## src/rtl/move_sequencer_if.sv

```systemverilog
// -----------------------------------------------------------------------------
// move_sequencer_if
// Bundles the request, handshake and committed-position signals of the
// move_sequencer.
//   slave  modport : used by move_sequencer (requests/checker results in,
//                    enables/handshake/position/status out)
//   master modport : used by whatever drives the sequencer (player input,
//                    gravity, test-position calculator, collision checker)
// Signals:
//   start, fall_tick, left_req, right_req, down_req, rotate_req, drop_req
//   test_pos_x, test_pos_y, test_rot        candidate position
//   chk_done, chk_ok                        collision checker result
//   fall_en .. drop_en                      one-hot move select
//   chk_req                                 collision check start pulse
//   ctrl_pos_x, ctrl_pos_y, ctrl_rot        committed position
//   active, lock_pulse, game_over           piece status
// Width macros BITS_X_POS / BITS_Y_POS / BITS_ROT default to 4 / 5 / 2.
// -----------------------------------------------------------------------------
`ifndef BITS_X_POS
`define BITS_X_POS 4
`endif
`ifndef BITS_Y_POS
`define BITS_Y_POS 5
`endif
`ifndef BITS_ROT
`define BITS_ROT 2
`endif

interface move_sequencer_if;
    logic                   start;
    logic                   fall_tick;
    logic                   left_req;
    logic                   right_req;
    logic                   down_req;
    logic                   rotate_req;
    logic                   drop_req;
    logic [`BITS_X_POS-1:0] test_pos_x;
    logic [`BITS_Y_POS-1:0] test_pos_y;
    logic [`BITS_ROT-1:0]   test_rot;
    logic                   chk_done;
    logic                   chk_ok;
    logic                   fall_en;
    logic                   left_en;
    logic                   right_en;
    logic                   down_en;
    logic                   rotate_en;
    logic                   drop_en;
    logic                   chk_req;
    logic [`BITS_X_POS-1:0] ctrl_pos_x;
    logic [`BITS_Y_POS-1:0] ctrl_pos_y;
    logic [`BITS_ROT-1:0]   ctrl_rot;
    logic                   active;
    logic                   lock_pulse;
    logic                   game_over;

    modport slave (
        input  start, fall_tick, left_req, right_req, down_req, rotate_req, drop_req,
        input  test_pos_x, test_pos_y, test_rot, chk_done, chk_ok,
        output fall_en, left_en, right_en, down_en, rotate_en, drop_en, chk_req,
        output ctrl_pos_x, ctrl_pos_y, ctrl_rot, active, lock_pulse, game_over
    );

    modport master (
        output start, fall_tick, left_req, right_req, down_req, rotate_req, drop_req,
        output test_pos_x, test_pos_y, test_rot, chk_done, chk_ok,
        input  fall_en, left_en, right_en, down_en, rotate_en, drop_en, chk_req,
        input  ctrl_pos_x, ctrl_pos_y, ctrl_rot, active, lock_pulse, game_over
    );
endinterface

```

## src/rtl/move_sequencer.sv

```systemverilog
// -----------------------------------------------------------------------------
// move_sequencer
// Per-piece move controller for the active Tetris block. Player and gravity
// requests are latched as pending flags and granted one at a time (priority
// fall > down > left > right > rotate > drop) as a one-hot enable to the
// test-position calculator. Each grant runs a chk_req/chk_done handshake with
// the collision checker; an accepted candidate is committed into ctrl_*, a
// rejected fall/down locks the piece. Drop repeats down moves until rejected.
// Ports:
//   clk  : system clock
//   rst  : asynchronous, active-high reset
//   bus  : move_sequencer_if.slave (requests, checker result, enables,
//          chk_req, committed position, active / lock_pulse / game_over)
// Configuration macro: AUTO_REPEAT_EN -- when defined, holding left/right
// longer than DAS_CYCLES re-requests the move every ARR_CYCLES (requires
// ARR_CYCLES <= DAS_CYCLES). Undefined: only rising edges request moves.
// -----------------------------------------------------------------------------
`ifndef BITS_X_POS
`define BITS_X_POS 4
`endif
`ifndef BITS_Y_POS
`define BITS_Y_POS 5
`endif
`ifndef BITS_ROT
`define BITS_ROT 2
`endif

module move_sequencer #(
    parameter logic [`BITS_X_POS-1:0] SPAWN_X    = `BITS_X_POS'(4),
    parameter logic [`BITS_Y_POS-1:0] SPAWN_Y    = `BITS_Y_POS'(0),
    parameter logic [`BITS_ROT-1:0]   SPAWN_ROT  = `BITS_ROT'(0),
    parameter int                     DAS_CYCLES = 16,
    parameter int                     ARR_CYCLES = 4
) (
    input  logic              clk,
    input  logic              rst,
    move_sequencer_if.slave   bus
);

    // Pending-flag / enable bit positions; lower index wins arbitration.
    localparam int P_FALL  = 0;
    localparam int P_DOWN  = 1;
    localparam int P_LEFT  = 2;
    localparam int P_RIGHT = 3;
    localparam int P_ROT   = 4;
    localparam int P_DROP  = 5;

    localparam logic [5:0] EN_DOWN = 6'b000010;
    localparam logic [5:0] EN_DROP = 6'b100000;

`ifdef AUTO_REPEAT_EN
    localparam bit REP_EN = 1'b1;
`else
    localparam bit REP_EN = 1'b0;
`endif

    localparam int                CNT_W    = $clog2(DAS_CYCLES + 1);
    localparam logic [CNT_W-1:0]  C_DAS    = CNT_W'(DAS_CYCLES);
    // Reloading here makes the counter hit C_DAS again ARR_CYCLES later.
    localparam logic [CNT_W-1:0]  C_RELOAD = CNT_W'(DAS_CYCLES - ARR_CYCLES + 1);

    typedef enum logic [2:0] {
        S_IDLE,
        S_SPAWN,
        S_WAITS,
        S_ISSUE,
        S_WAIT,
        S_DROP,
        S_LOCK
    } state_t;

    state_t                 r_state;
    logic [5:0]             r_pend;
    logic [5:0]             r_en;
    logic                   r_chk_req;
    logic [`BITS_X_POS-1:0] r_pos_x;
    logic [`BITS_Y_POS-1:0] r_pos_y;
    logic [`BITS_ROT-1:0]   r_rot;
    logic                   r_active;
    logic                   r_lock;
    logic                   r_game_over;
    logic                   r_drop_mode;
    logic                   r_prev_left;
    logic                   r_prev_right;
    logic                   r_prev_down;
    logic                   r_prev_rot;
    logic                   r_prev_drop;
    logic [CNT_W-1:0]       r_rep_cnt;
    logic                   r_rep_dir;   // 1 = right, 0 = left

    logic                   w_left_rise;
    logic                   w_right_rise;
    logic                   w_rep_held;
    logic                   w_rep_fire;
    logic [5:0]             w_edge;
    logic [5:0]             w_set;
    logic [5:0]             w_grant;

    assign w_left_rise  = bus.left_req  & ~r_prev_left;
    assign w_right_rise = bus.right_req & ~r_prev_right;

    // Auto-repeat counter: 1 on the press edge, counts held cycles, fires at
    // C_DAS and then every ARR_CYCLES. Restarts on release or on a new press
    // in either direction.
    assign w_rep_held = r_rep_dir ? bus.right_req : bus.left_req;
    assign w_rep_fire = REP_EN && (r_rep_cnt == C_DAS) && w_rep_held &&
                        !w_left_rise && !w_right_rise;

    always_ff @(posedge clk or posedge rst) begin
        if (rst) begin
            r_rep_cnt <= '0;
            r_rep_dir <= 1'b0;
        end else if (w_left_rise || w_right_rise) begin
            r_rep_cnt <= CNT_W'(1);
            r_rep_dir <= w_right_rise;
        end else if (!w_rep_held) begin
            r_rep_cnt <= '0;
        end else if (r_rep_cnt == C_DAS) begin
            r_rep_cnt <= C_RELOAD;
        end else if (r_rep_cnt != '0) begin
            r_rep_cnt <= r_rep_cnt + CNT_W'(1);
        end
    end

    always_comb begin
        w_edge          = '0;
        w_edge[P_FALL]  = bus.fall_tick;
        w_edge[P_DOWN]  = bus.down_req   & ~r_prev_down;
        w_edge[P_LEFT]  = w_left_rise    | (w_rep_fire & ~r_rep_dir);
        w_edge[P_RIGHT] = w_right_rise   | (w_rep_fire &  r_rep_dir);
        w_edge[P_ROT]   = bus.rotate_req & ~r_prev_rot;
        w_edge[P_DROP]  = bus.drop_req   & ~r_prev_drop;
    end

    // Requests only mean something for a piece in play, and are swallowed
    // while a hard drop is running.
    assign w_set   = (r_active && !r_drop_mode) ? w_edge : 6'b0;

    // Isolate the lowest set pending bit = highest-priority request.
    assign w_grant = r_pend & (~r_pend + 6'd1);

    always_ff @(posedge clk or posedge rst) begin
        if (rst) begin
            r_state      <= S_IDLE;
            r_pend       <= '0;
            r_en         <= '0;
            r_chk_req    <= 1'b0;
            r_pos_x      <= '0;
            r_pos_y      <= '0;
            r_rot        <= '0;
            r_active     <= 1'b0;
            r_lock       <= 1'b0;
            r_game_over  <= 1'b0;
            r_drop_mode  <= 1'b0;
            r_prev_left  <= 1'b0;
            r_prev_right <= 1'b0;
            r_prev_down  <= 1'b0;
            r_prev_rot   <= 1'b0;
            r_prev_drop  <= 1'b0;
        end else begin
            r_prev_left  <= bus.left_req;
            r_prev_right <= bus.right_req;
            r_prev_down  <= bus.down_req;
            r_prev_rot   <= bus.rotate_req;
            r_prev_drop  <= bus.drop_req;
            r_pend       <= r_pend | w_set;
            r_chk_req    <= 1'b0;
            r_lock       <= 1'b0;

            case (r_state)
                S_IDLE: begin
                    if (!r_active && !r_game_over && bus.start) begin
                        r_pos_x   <= SPAWN_X;
                        r_pos_y   <= SPAWN_Y;
                        r_rot     <= SPAWN_ROT;
                        r_chk_req <= 1'b1;
                        r_state   <= S_SPAWN;
                    end else if (r_active && (r_pend != 6'b0)) begin
                        r_pend <= (r_pend & ~w_grant) | w_set;
                        if (w_grant[P_DROP]) begin
                            // Drop itself is never checked; it just starts
                            // the chain of down moves.
                            r_en        <= EN_DROP;
                            r_drop_mode <= 1'b1;
                            r_state     <= S_DROP;
                        end else begin
                            r_en      <= w_grant;
                            r_chk_req <= 1'b1;
                            r_state   <= S_ISSUE;
                        end
                    end
                end
                S_SPAWN: begin
                    r_state <= S_WAITS;
                end
                S_WAITS: begin
                    if (bus.chk_done) begin
                        if (bus.chk_ok) begin
                            r_active <= 1'b1;
                        end else begin
                            r_game_over <= 1'b1;
                        end
                        r_state <= S_IDLE;
                    end
                end
                S_ISSUE: begin
                    r_state <= S_WAIT;
                end
                S_WAIT: begin
                    if (bus.chk_done) begin
                        r_en <= '0;
                        if (bus.chk_ok) begin
                            r_pos_x <= bus.test_pos_x;
                            r_pos_y <= bus.test_pos_y;
                            r_rot   <= bus.test_rot;
                            r_state <= r_drop_mode ? S_DROP : S_IDLE;
                        end else if (r_en[P_FALL] || r_en[P_DOWN]) begin
                            // Piece cannot descend further: it locks here.
                            r_lock      <= 1'b1;
                            r_active    <= 1'b0;
                            r_pend      <= '0;
                            r_drop_mode <= 1'b0;
                            r_state     <= S_LOCK;
                        end else begin
                            r_state <= S_IDLE;
                        end
                    end
                end
                S_DROP: begin
                    r_en      <= EN_DOWN;
                    r_chk_req <= 1'b1;
                    r_state   <= S_ISSUE;
                end
                S_LOCK: begin
                    r_pend  <= '0;
                    r_state <= S_IDLE;
                end
                default: begin
                    r_state <= S_IDLE;
                end
            endcase
        end
    end

    assign bus.fall_en    = r_en[P_FALL];
    assign bus.down_en    = r_en[P_DOWN];
    assign bus.left_en    = r_en[P_LEFT];
    assign bus.right_en   = r_en[P_RIGHT];
    assign bus.rotate_en  = r_en[P_ROT];
    assign bus.drop_en    = r_en[P_DROP];
    assign bus.chk_req    = r_chk_req;
    assign bus.ctrl_pos_x = r_pos_x;
    assign bus.ctrl_pos_y = r_pos_y;
    assign bus.ctrl_rot   = r_rot;
    assign bus.active     = r_active;
    assign bus.lock_pulse = r_lock;
    assign bus.game_over  = r_game_over;

endmodule

```

## src/flat_wrapper.sv

```systemverilog
// flat-port wrapper written by rule: the top's interface ports become plain ports
module move_sequencer_flat 
#(
    parameter logic [`BITS_X_POS-1:0] SPAWN_X    = `BITS_X_POS'(4),
    parameter logic [`BITS_Y_POS-1:0] SPAWN_Y    = `BITS_Y_POS'(0),
    parameter logic [`BITS_ROT-1:0]   SPAWN_ROT  = `BITS_ROT'(0),
    parameter int                     DAS_CYCLES = 16,
    parameter int                     ARR_CYCLES = 4
)
  (clk, rst, bus_start, bus_fall_tick, bus_left_req, bus_right_req, bus_down_req, bus_rotate_req, bus_drop_req, bus_test_pos_x, bus_test_pos_y, bus_test_rot, bus_chk_done, bus_chk_ok, bus_fall_en, bus_left_en, bus_right_en, bus_down_en, bus_rotate_en, bus_drop_en, bus_chk_req, bus_ctrl_pos_x, bus_ctrl_pos_y, bus_ctrl_rot, bus_active, bus_lock_pulse, bus_game_over);
  move_sequencer_if bus_i ();
  input  logic clk;
  input  logic rst;
  input wire logic [$bits(bus_i.start)-1:0] bus_start;
  input wire logic [$bits(bus_i.fall_tick)-1:0] bus_fall_tick;
  input wire logic [$bits(bus_i.left_req)-1:0] bus_left_req;
  input wire logic [$bits(bus_i.right_req)-1:0] bus_right_req;
  input wire logic [$bits(bus_i.down_req)-1:0] bus_down_req;
  input wire logic [$bits(bus_i.rotate_req)-1:0] bus_rotate_req;
  input wire logic [$bits(bus_i.drop_req)-1:0] bus_drop_req;
  input wire logic [$bits(bus_i.test_pos_x)-1:0] bus_test_pos_x;
  input wire logic [$bits(bus_i.test_pos_y)-1:0] bus_test_pos_y;
  input wire logic [$bits(bus_i.test_rot)-1:0] bus_test_rot;
  input wire logic [$bits(bus_i.chk_done)-1:0] bus_chk_done;
  input wire logic [$bits(bus_i.chk_ok)-1:0] bus_chk_ok;
  output wire logic [$bits(bus_i.fall_en)-1:0] bus_fall_en;
  output wire logic [$bits(bus_i.left_en)-1:0] bus_left_en;
  output wire logic [$bits(bus_i.right_en)-1:0] bus_right_en;
  output wire logic [$bits(bus_i.down_en)-1:0] bus_down_en;
  output wire logic [$bits(bus_i.rotate_en)-1:0] bus_rotate_en;
  output wire logic [$bits(bus_i.drop_en)-1:0] bus_drop_en;
  output wire logic [$bits(bus_i.chk_req)-1:0] bus_chk_req;
  output wire logic [$bits(bus_i.ctrl_pos_x)-1:0] bus_ctrl_pos_x;
  output wire logic [$bits(bus_i.ctrl_pos_y)-1:0] bus_ctrl_pos_y;
  output wire logic [$bits(bus_i.ctrl_rot)-1:0] bus_ctrl_rot;
  output wire logic [$bits(bus_i.active)-1:0] bus_active;
  output wire logic [$bits(bus_i.lock_pulse)-1:0] bus_lock_pulse;
  output wire logic [$bits(bus_i.game_over)-1:0] bus_game_over;
  assign bus_i.start = bus_start;
  assign bus_i.fall_tick = bus_fall_tick;
  assign bus_i.left_req = bus_left_req;
  assign bus_i.right_req = bus_right_req;
  assign bus_i.down_req = bus_down_req;
  assign bus_i.rotate_req = bus_rotate_req;
  assign bus_i.drop_req = bus_drop_req;
  assign bus_i.test_pos_x = bus_test_pos_x;
  assign bus_i.test_pos_y = bus_test_pos_y;
  assign bus_i.test_rot = bus_test_rot;
  assign bus_i.chk_done = bus_chk_done;
  assign bus_i.chk_ok = bus_chk_ok;
  assign bus_fall_en = bus_i.fall_en;
  assign bus_left_en = bus_i.left_en;
  assign bus_right_en = bus_i.right_en;
  assign bus_down_en = bus_i.down_en;
  assign bus_rotate_en = bus_i.rotate_en;
  assign bus_drop_en = bus_i.drop_en;
  assign bus_chk_req = bus_i.chk_req;
  assign bus_ctrl_pos_x = bus_i.ctrl_pos_x;
  assign bus_ctrl_pos_y = bus_i.ctrl_pos_y;
  assign bus_ctrl_rot = bus_i.ctrl_rot;
  assign bus_active = bus_i.active;
  assign bus_lock_pulse = bus_i.lock_pulse;
  assign bus_game_over = bus_i.game_over;
  move_sequencer #(.SPAWN_X(SPAWN_X), .SPAWN_Y(SPAWN_Y), .SPAWN_ROT(SPAWN_ROT), .DAS_CYCLES(DAS_CYCLES), .ARR_CYCLES(ARR_CYCLES)) u_core (.clk(clk), .rst(rst), .bus(bus_i));
endmodule
```

## config.mk

```make
export PLATFORM = sky130hd
export DESIGN_NAME = move_sequencer_flat
export DESIGN_NICKNAME = d
export VERILOG_FILES = /design/src/rtl/move_sequencer_if.sv /design/src/rtl/move_sequencer.sv /design/src/flat_wrapper.sv
export SDC_FILE = /design/constraint.sdc
export NUM_CORES = 1
export LEC_CHECK = 0
export ABC_AREA = 0
export BUFFER_PORTS_ARGS = -buffer_cell sky130_fd_sc_hd__buf_2
export CORE_MARGIN = 2
export CORE_UTILIZATION = 40
export DETAILED_ROUTE_END_ITERATION = 6
export GPL_TIMING_DRIVEN = 0
export HOLD_SLACK_MARGIN = 0.08
export PLACE_DENSITY = 0.62
export SYNTH_ARGS = -nofsm -noshare
export SYNTH_HDL_FRONTEND = slang
export SYNTH_SLANG_ARGS = --single-unit
```

## constraint.sdc

```tcl
create_clock -name clk -period 4.7 [get_ports clk]
set_input_delay 0 -clock clk [delete_from_list [all_inputs] [get_ports clk]]
set_output_delay 0 -clock clk [all_outputs]
set_load 0.1 [all_outputs]
```

==> impl_metrics.env <==
export IMPL_num_nets_final=234
export IMPL_synth_fp_nets=167
export IMPL_syn_inst=145
export IMPL_synth_area_mm2=0.00163
export IMPL_seq_area_frac_synth_pct=55.2
export IMPL_synth_distinct_cells=40
export IMPL_maxCapViolations=0
export IMPL_initial_core_util_pct=41.1
export IMPL_clk_latency_ns=0.28
export IMPL_finalCriticalPeriod_ns=2.01
export IMPL_die_h_um=67.9
export IMPL_wire_per_inst_um=14.5
export IMPL_root_buffer="clkbuf_8"
export IMPL_peakVddDrop_mv=0.262
export IMPL_yosysWarnings=0
export IMPL_dpl_cell_area_mm2=0.00191
export IMPL_cts_tree="built"
export IMPL_ctsHoldBuffers=17
export IMPL_wirelength_um=3790
export IMPL_dr_pass1_iters=4
export IMPL_track_usage_pct=18.1
export IMPL_antenna_left=0
export IMPL_grt_max_degree=37
export IMPL_grt_pass1_wl_um=6220
export IMPL_worstPathMaxFanout=8
export IMPL_crit_chain="or3_1 > buf_2 > o41ai_4 > o31ai_2 > nand2b_2 > mux2_1"
export IMPL_startpoint_type="flop"
export IMPL_syn_to_final_growth_pct=33.6
export IMPL_grt_ovfl_total=0
export IMPL_die_area_mm2=0.00461
export IMPL_path_clk_slew_ns=0.07
export IMPL_clock_skew_ns=0.00459
export IMPL_crit_slowest_cell="dfrtp_1"
export IMPL_slew_violations=0
export IMPL_synth_avg_cell_area_um2=11.3
export IMPL_hold_path_class="input port to flop"
export IMPL_timing_fmax_mhz=497
export IMPL_fin_area_mm2=0.00218
export IMPL_drive_above_1_share_pct=30.7
export IMPL_period_share_pct=42.8
export IMPL_crit_type="flop to flop"
export IMPL_cts_buffer_depth=2
export IMPL_crit_family="simple AND/OR/NAND/NOR gates"
export IMPL_r2r_slack_ns=2.69
export IMPL_fillers=363
export IMPL_cts_buffers=5
export IMPL_cp_arrival_ns=2.18
export IMPL_reg2regPathDepth=6
export IMPL_std_cell_rows=23
export IMPL_min_delay_start="bus_chk_done"
export IMPL_crit_buf_inv=1
export IMPL_status="completed"
export IMPL_total_leakage_power_uw=0.00104
export IMPL_antenna_cells=0
export IMPL_route_detailed_drc=0
export IMPL_ios=43
export IMPL_routabilityCongestion=0.877
export IMPL_netlist_area_leader_share_pct=55.2
export IMPL_hold_end="u_core.r_state[1]"
export IMPL_reg2reg_from="u_core.r_pend[0]"
export IMPL_setup_viol=0
export IMPL_grt_pass1_vias=1329
export IMPL_synth_seq_cells=36
export IMPL_htree_levels=2
export IMPL_max_stage_delay_ns=0.45
export IMPL_tightest_slew_ns=0.748
export IMPL_end_kind="flop"
export IMPL_drtIter0Drc=103
export IMPL_antenna_found_initial=0
export IMPL_max_slew_margin_pct=50.1
export IMPL_p_per_area_mw_per_mm2=702
export IMPL_cts_sinks=36
export IMPL_hold_violations=0
export IMPL_vias=1407
export IMPL_hold_depth=4
export IMPL_cts_repair_resized=0
export IMPL_synth_largest_area_cell="dfrtp_1"
export IMPL_r2r_end="u_core.r_en[1]"
export IMPL_rsz0062_at_grt="false"
export IMPL_portBuffers=42
export IMPL_ys_top_cells_by_area="dfrtp_1 (55%), a22o_1 (5.4%), a21oi_1 (3.1%), nand3b_1 (2.8%), a32o_1 (2.5%)"
export IMPL_die_x_um=67.9
export IMPL_place_hpwl_um=2640
export IMPL_required_ns=4.87
export IMPL_tns_ns=0
export IMPL_viasPerCell=5.37
export IMPL_cts_setup_buffers=0
export IMPL_design_core_area_mm2=0.00397
[worst register-to-register path, delay by kind of cell (launching register included)]
family          cells  cell delay [ns]
mux                 1             0.33
compound gates      2             0.44
simple gates        2             0.52
flops               1             0.45
buf+inv             1             0.17
[worst max-delay path by stage]
| stage | slack (ns) | to | cells after the start | startpoint |
|---|---|---|---|---|
| finish | 2.69 | u_core.r_en[1] | 6 | u_core.r_pend[0] |
| global route | 2.59 | u_core.r_en[1] | 6 | u_core.r_pend[0] |
| CTS | 2.67 | u_core.r_en[1] | 6 | u_core.r_pend[0] |
| detailed placement | 2.69 | u_core.r_en[1] | 6 | u_core.r_pend[0] |
| global placement | 2.69 | u_core.r_en[1] | 6 | u_core.r_pend[0] |
| floorplan | 2.50 | u_core.bus.ctrl_pos_x[0] | 6 | u_core.bus.active |
[power by group]
group	switching (uW)	internal [uW]
registers	73.0	392
clock network	101	130
logic	607	227
total	782	750
[synth_stat cells, drive strengths merged]
cell and n:
a2111oi 1, a211o 1, a21o 1, a21oi 10, a22o 11, a22oi 1, a31oi 2, a32o 4
a32oi 1, a41oi 2, buf 2, clkbuf 6, dfrtp 36, inv 4, mux2 1, nand2 10
nand2b 2, nand3 1, nand3b 6, nand4 2, nand4b 1, nor2 10, nor2b 2, nor3 4
nor3b 2, nor4 5, o21ai 5, o21bai 1, o31ai 4, o41ai 1, or2b 3, or3 3
[layout by cell type, fill, tap and decap left out, types with 2 or more instances in the layout]
cell,Yosys,layout
clkbuf_1,3,3
nand2_1,10,10
o31ai_1,3,3
o21ai_0,3,3
clkbuf_8,2,9
o21ai_1,2,2
nand3b_1,6,6
nor4_1,5,5
a41oi_1,2,2
dlygate4sd3_1,0,18
dfrtp_1,36,36
nor3b_1,2,2
nor2b_1,2,2
a32o_1,4,4
or2b_2,3,3
nor3_1,3,3
nand4_1,2,2
inv_1,4,3
a22o_1,10,10
nor2_1,10,10
or3_1,2,2
a31oi_1,2,2
a21oi_1,10,10
buf_2,2,44
[layer usage]
layer / vias up / GRT usage (%) / part of all wire, % / routed length (um)
li1: 682 / - / - / -
met1: 664 / 25.3 / 46 / 1750
met2: 54 / 27.8 / 46 / 1760
met3: 7 / 3.62 / 6.0 / 229
met4: 0 / 7.00 / 1.3 / 51
met5: - / 0 / 0 / 0
[cell type report]
class                           instances  area, um^2  share of cell area [%]
Timing Repair Buffer                   60         390                    17.9
Sequential cell                        36         901                    41.3
Tap cell                               50        62.6                    2.87
Multi-Input combinational cell         97         663                    30.4
Inverter                                4        15.0                   0.688
Buffer                                  8        53.8                    2.47
Clock buffer                            7        96.3                    4.42
[sequential cells by signal, summed over array words and instances (netlist names), 2 cells and up]
register,flops
u_core.r_en,6
u_core.r_pend,6
u_core.bus.ctrl_pos_y,5
u_core.bus.ctrl_pos_x,4
u_core.r_state,3
u_core.bus.ctrl_rot,2
[stage by stage]
stage	setup slack [ns]	hold WS (ns)	util, %	power [uW]	cells
2_1_floorplan	2.50	0.0314	-	1130	145
4_1_cts	2.67	0.104	54.7	1540	261
6_report	2.69	0.113	54.9	1530	262
3_3_place_gp	2.69	0.125	48.0	1280	237
3_5_place_dp	2.69	0.129	48.0	1290	237
5_1_grt	2.59	0.135	54.9	1620	262
[cell families after synthesis]
| group | share of synthesized area, % |
|---|---|
| compound gates | 21.7 |
| buf+inv | 4.21 |
| mux | 0.690 |
| simple gates | 18.2 |
| flops | 55.2 |
Note: power is estimated with default switching activity, not from simulation.
